<file path="src/rtl/pattern_detector_pkg.sv">
// pattern_detector_pkg: shared FSM state encoding and default pattern for pattern_detector.
package pattern_detector_pkg;
  typedef enum logic {SCAN = 1'b0, HIT = 1'b1} state_t;
  localparam logic [3:0] PD_DEF_PAT = 4'b1001;
endpackage

</file>
<file path="src/rtl/sat_counter.sv">
// sat_counter: saturating up-counter; a clear restarts from the same-edge increment.
module sat_counter #(
  parameter int CNT_W = 8
) (
  input  logic             clock,
  input  logic             reset,
  input  logic             inc,
  input  logic             clr,
  output logic [CNT_W-1:0] count
);
  always_ff @(posedge clock) begin
    if (reset) count <= '0;
    else if (clr) count <= CNT_W'(inc);
    else if (inc && count != '1) count <= count + 1'b1;
  end
endmodule

</file>
<file path="src/rtl/pattern_detector.sv">
// pattern_detector: serial pattern matcher with Moore match flag and saturating match counter.
module pattern_detector
  import pattern_detector_pkg::*;
#(
  parameter int               PAT_W   = 4,
  parameter logic [PAT_W-1:0] DEF_PAT = PAT_W'(PD_DEF_PAT),
  parameter int               CNT_W   = 8
) (
  input  logic             clock,
  input  logic             reset,
  input  logic             I,
  input  logic             in_valid,
  input  logic             overlap,
  input  logic             pat_load,
  input  logic [PAT_W-1:0] pat_in,
  input  logic             cnt_clr,
  output logic             F,
  output logic [CNT_W-1:0] match_count
);
  localparam int FW = $clog2(PAT_W + 1);
  localparam logic [FW-1:0] FULL = FW'(PAT_W);
  logic [PAT_W-1:0] r_pat, r_hist, w_hist_next;
  logic [FW-1:0]    r_fill, w_fill_next;
  logic             w_match;
  state_t           r_state, w_state_next;
  assign w_hist_next = {r_hist[PAT_W-2:0], I};
  assign w_fill_next = (r_fill == FULL) ? FULL : r_fill + 1'b1;
  // a pattern load discards the bit sampled on the same edge
  assign w_match = in_valid && !pat_load && w_fill_next == FULL && w_hist_next == r_pat;
  always_ff @(posedge clock) begin
    if (reset) begin
      r_pat  <= DEF_PAT;
      r_hist <= '0;
      r_fill <= '0;
    end else if (pat_load) begin
      r_pat  <= pat_in;
      r_fill <= '0;
    end else if (in_valid) begin
      r_hist <= w_hist_next;
      r_fill <= (w_match && !overlap) ? '0 : w_fill_next;
    end
  end
  always_ff @(posedge clock) begin
    if (reset) r_state <= SCAN;
    else r_state <= w_state_next;
  end
  always_comb w_state_next = w_match ? HIT : SCAN;
  always_comb F = (r_state == HIT);
  sat_counter #(.CNT_W(CNT_W)) u_cnt (
    .clock(clock),
    .reset(reset),
    .inc(w_match),
    .clr(cnt_clr),
    .count(match_count)
  );
endmodule

</file>
<file path="config.mk">
export PLATFORM = sky130hd
export DESIGN_NAME = pattern_detector
export DESIGN_NICKNAME = d
export VERILOG_FILES = /design/src/rtl/pattern_detector_pkg.sv /design/src/rtl/sat_counter.sv /design/src/rtl/pattern_detector.sv
export SDC_FILE = /design/constraint.sdc
export NUM_CORES = 1
export LEC_CHECK = 0
export ABC_AREA = 1
export BUFFER_PORTS_ARGS = -buffer_cell sky130_fd_sc_hd__buf_4
export CORE_MARGIN = 10
export CORE_UTILIZATION = 48
export DETAILED_ROUTE_END_ITERATION = 10
export GPL_TIMING_DRIVEN = 0
export PLACE_DENSITY = 0.73
export SYNTH_ARGS = -nofsm -noshare
export SYNTH_HDL_FRONTEND = slang
export SYNTH_SLANG_ARGS = --single-unit
</file>
<file path="constraint.sdc">
create_clock -name clock -period 1.3 [get_ports clock]
set_input_delay 0.195 -clock clock [delete_from_list [all_inputs] [get_ports clock]]
set_output_delay 0.195 -clock clock [all_outputs]
set_load 0.02 [all_outputs]
</file>
### After elaboration in Yosys (flattened, before gate mapping)

Cells that the tools add are included.

* output and inout port bits: 9
* register bits after elaboration: 19
* word-level logic and storage cells: 29
* input bits: 11

* add/sub/neg operators: 2
* equal/unequal tests: 4
* bitwise logic cells: 1
* reduce and logical (&&, ||, !) cells: 11
* multiplexer cells: 5

Operators by type and width (count)
* $add 8x1->8 const B: 1
* $ne 8x8->1 const B: 1
* $eq 3x3->1 const B: 2
* $mux 3: 2
* $logic_and 1x1->1: 5
* $eq 4x4->1: 1
* $reduce_or 2->1: 2
* $add 3x1->3 const B: 1
* $mux 1: 3
* $logic_not 1->1: 2
* $reduce_and 2->1: 1
* $reduce_bool 2->1: 1
* $not 1->1: 1

### Logic depth before layout (Yosys ltp)

* depth after elaboration: 8
* mapped depth: 9

### By module

A second synthesis with hierarchy kept.

* cell total of the unflattened synthesis: 146
* area, all modules: 1019.7 µm²

Modules (own cells, without submodules)
* pattern_detector: area each 531.8 µm², cells an instance 73, sequential area each 220.2 µm², times used 1
* sat_counter: area each 488.0 µm², cells an instance 73, sequential area each 160.2 µm², times used 1

### Least setup slack after synthesis

Ideal clock, no wire load.

* path type: reg2reg
* from: reg u_cnt.count[1]
* to: reg u_cnt.count[0]
* data required time: 1.186 ns
* data arrival time: 1.420 ns
* library setup time: 0.114 ns
* slack: -0.233 ns
* cell stages (with the launch flop): 8
* cells stage by stage: dfxtp_1 -> ha_1 -> nand2_2 -> nor2_4 -> nand4_4 -> or2_0 -> a21oi_1 -> nor2_1

* word-level cells in the longest chain between the ends: 3

Ends and longest elaborated chain
* start: declaration: line sat_counter.sv:9 `output logic [CNT_W-1:0] count`
* start signal: assignment: line sat_counter.sv:13 `else if (clr) count <= CNT_W'(inc);`
* start signal: assignment: line sat_counter.sv:14 `else if (inc && count != '1) count <= count + 1'b1;`
* $ne 8x8->1: line sat_counter.sv:14
* $logic_and 1x1->1: line sat_counter.sv:14
* $reduce_bool 2->1 (no line)

No other way between the ends.
A chain may end at the register's enable or synchronous reset.

### Worst setup path in the final report

* from: reg r_fill[1]
* to: reg u_cnt.count[0]

* word-level cells in the longest chain between the ends: 7

Ends and longest elaborated chain
* start: declaration: line pattern_detector.sv:23 `logic [FW-1:0] r_fill, w_fill_next;`
* start signal: assignment: line pattern_detector.sv:40 `r_fill <= (w_match && !overlap) ? '0 : w_fill_next;`
* $add 3x1->3 or $eq 3x3->1 (tied branches): line pattern_detector.sv:27 `assign w_fill_next = (r_fill == FULL) ? FULL : r_fill + 1'b1;`
* $mux 3 (*): line pattern_detector.sv:27
* $eq 3x3->1 (*): line pattern_detector.sv:29 `assign w_match = in_valid && !pat_load && w_fill_next == FULL && w_hist_next == r_pat;`
* $logic_and 1x1->1 (*) (2 in series): line pattern_detector.sv:29
* $logic_and 1x1->1: line sat_counter.sv:14
* $reduce_bool 2->1 (no line)

Every way passes the cells marked *; elsewhere a longest branch is shown, timed or not.

==> flow_metrics.py <==
metrics = {
    "setup_path": {
        "slowest_delay_ps": 350,
        "end_kind": "flip-flop",
        "cp_max_fo": 5,
        "worstPathCellList": "inv_2 > ha_4 > o21ai_4 > nand3_4 > nor2_4 > nand3_2 > nand2_1 > nor2_1",
        "crit_slowest_cell": "dfxtp_2",
        "required_ps": 1500,
        "crit_type": "flip-flop to flip-flop",
        "cp-start-kind": "flip-flop",
        "arrival_ps": 1600,
        "path_buf_inv": 1,
        "cp_top_family": "simple AND/OR/NAND/NOR gates",
    },
    "global_route": {
        "antenna_found_initial": 0,
        "globalRouteTotalUtil_pct": 11.4,
        "grt_pass1_wl_mm": 4.14,
        "grt_pass1_vias": 969,
        "grt_max_degree": 12,
        "overflow": 0,
    },
    "die": {
        "die_h_um": 67.9,
        "rows": 17,
        "start_util_pct": 50.3,
        "num_io_pins": 20,
        "die_x_um": 67.9,
        "core_um2": 2190,
        "die_area_um2": 4610,
    },
    "sta": {
        "rsz0062_at_grt": "yes",
        "tns_ps": -696,
        "final_max_slew_viol_count": 0,
        "fmax_mhz": 715,
        "setup_viol": 9,
        "period_needed_ps": 1400,
        "skew_ps": 6.87,
        "final-hold-violation-count": 0,
        "setup_slack_ps": -98.2,
        "relSlewSlack_pct": 81.2,
        "worst_pin_slew_ps": 282,
        "period_share_pct": 108,
    },
    "clocking": {
        "cts_buffers": 3,
        "tritoncts": "built",
        "cts.clk_slew.worst_paths_ps": 110,
        "cts-root-buf": "clkbuf_4",
        "clock-sinks": 19,
        "hold_buffers": 0,
        "htree_levels": 1,
        "clockBufferDepth": 2,
        "clock_latency_ps": 300,
    },
    "final_layout": {
        "syn_to_final_growth_pct": 31.7,
        "drive_gt1_share_pct": 33.7,
        "fin_util_pct": 66.2,
        "n_fill_cell": 203,
        "diodes": 0,
        "fin_cells": 212,
        "layout.nets": 199,
    },
    "status": {
        "violations": "negative setup slack",
        "outcome": "finished with violations",
    },
    "detailed_routing": {
        "vias_per_cell": 4.92,
        "drt_iter0_drc": 68,
        "routedWlPerCell_um": 12.0,
        "firstDrtPassIters": 4,
        "post-route-drc-count": 0,
        "num_vias": 1043,
        "ant_nets": 0,
        "wl_mm": 2.53,
    },
    "synthesis": {
        "ys_ff_latch": 19,
        "syn_area_per_cell_um2": 7.11,
        "yosysTopAreaCellShare_pct": 34.5,
        "ys_seq_area_share_pct": 34.5,
        "ys_top_cells_by_area": "dfxtp_1 (35%), nand2_1 (14%), inv_1 (8.2%)",
        "synth_area_um2": 1100,
        "yosysWarnings": 0,
        "ys_types": 22,
        "netlist_instances": 155,
        "synth_top_area_cell": "dfxtp_1",
        "synth_fp_nets": 169,
    },
    "place": {
        "gp_congestion": 0.762,
        "hpwl_mm": 1.89,
        "port_buffers": 19,
        "numPlacedInstances": 202,
        "dp_slack_ps": -144,
    },
    "power_and_ir_drop": {
        "combPwrFrac_pct": 14.8,
        "power_frac_seq_pct": 57.2,
        "leakagePower_nw": 0.687,
        "vdd_drop_max_v": 0.000635,
        "intPower_mw": 0.778,
        "fin_total_pwr_mw": 1.07,
        "power_switching_mw": 0.291,
        "p_clk_share_pct": 27.9,
        "power.density_nw_per_um2": 736,
        "swShare_pct": 27.2,
    },
    "flow_run": {
        "max-cap-violations": 0,
    },
    "worst_hold_path": {
        "hp-class": "primary input to flip-flop",
    },
}
==> power groups by stage <==
stage	Sequential (mW)	Clock [mW]	Combinational, mW
floorplan	0.620	0	0.0990
global placement	0.622	0	0.144
detailed placement	0.623	0	0.149
CTS	0.611	0.316	0.155
global route	0.616	0.336	0.180
finish	0.612	0.298	0.159
==> Yosys cell counts <==
cell / n
nor2_1: 9
nand3_2: 2
nor3_1: 1
nor3b_1: 1
nand2_1: 41
nand2_2: 2
a21oi_1: 16
xor2_1: 4
ha_1: 3
nor2_4: 1
o21ai_4: 1
nand3_1: 12
nand3_4: 1
nand3b_1: 1
inv_1: 24
o21ai_0: 10
nand4_4: 1
xnor2_1: 1
dfxtp_1: 19
or2_0: 1
nor2_8: 2
inv_2: 2
==> layout by cell type, fill, tap and decap left out, types with 2 or more instances in the layout <==
cell      Yosys  final
ha_4          0      2
nand2_1      41     40
dfxtp_4       0      2
a21oi_1      16     12
nand3_2       2      5
inv_2         2      3
o21ai_0      10     10
buf_4         0     24
nand3_1      12      8
nand3_4       1      2
inv_4         0      2
nor2_8        2      2
dfxtp_2       0      4
nor2_1        9      9
xor2_1        4      4
dfxtp_1      19     13
inv_1        24     21
nand2_2       2      2
nor2_4        1      2
clkbuf_4      0      3
a21oi_2       0      4
==> metrics by stage <==
stage / cell area (um^2) / hold WS [ps]
after floorplan: 1140 / 274
after global placement: 1320 / 404
after detailed placement: 1320 / 428
after CTS: 1400 / 94.5
after global routing: 1450 / 103
final: 1450 / 110
==> path summary, 6_finish.rpt <==
check,endpoint,cells after the start,start,slack (ps)
min reg2reg,r_pat[1],2,r_pat[1],520
min,r_pat[3],3,pat_in[3],110
max,u_cnt.count[0],8,r_fill[1],-100
max reg2reg,u_cnt.count[0],8,r_fill[1],-100
==> area by class of cell <==
type	instances	area, um^2	share of cell area [%]
inverters	26	103	7.07
well taps	28	35.0	2.41
flip-flops and latches	19	393	27.1
clock buffers	3	22.5	1.55
clock inverters	1	5.00	0.345
repair buffers	24	180	12.4
multi-input cells	111	713	49.1
==> timing repair <==
item | CTS | global route
buffers inserted | 3 | 2
endpoints found under the setup margin | 9 | 10
pin swaps | 10 | 8
gates cloned | 1 | 0
resized for setup | 6 | 11
==> per-layer routing <==
| metal | wire [um] | track usage [%] | up-vias | share of wire [%] |
|---|---|---|---|---|
| met5 | 0 | 0 | - | 0 |
| met4 | 16 | 5.03 | 0 | 0.63 |
| met3 | 175 | 2.77 | 2 | 6.9 |
| met2 | 1220 | 19.3 | 21 | 48 |
| met1 | 1130 | 13.3 | 471 | 44 |
| li1 | - | - | 549 | - |
==> flip-flops by register name, summed over array words and instances (netlist names) <==
signal,cells
F,1
r_fill,3
r_hist,3
r_pat,4
u_cnt.count,8
==> worst min-delay path, cell delays in order <==
cell and delay (ps):
buf_4 70, a21oi_1 50, o21ai_0 60
==> kinds of logic (layout without fill, tap and decap cells) <==
kind of cell | Yosys count | after routing | share of synthesized area (%)
and+or+nand+nor | 75 | 76 | 36.0
AOI/OAI and AO/OA | 27 | 27 | 13.3
buffers and inverters | 26 | 54 | 8.85
DFF | 19 | 19 | 34.5
xor gates and xnor gates | 5 | 5 | 3.97
adders and majority gates | 3 | 3 | 3.41
Power figures use the tool's default switching activity.
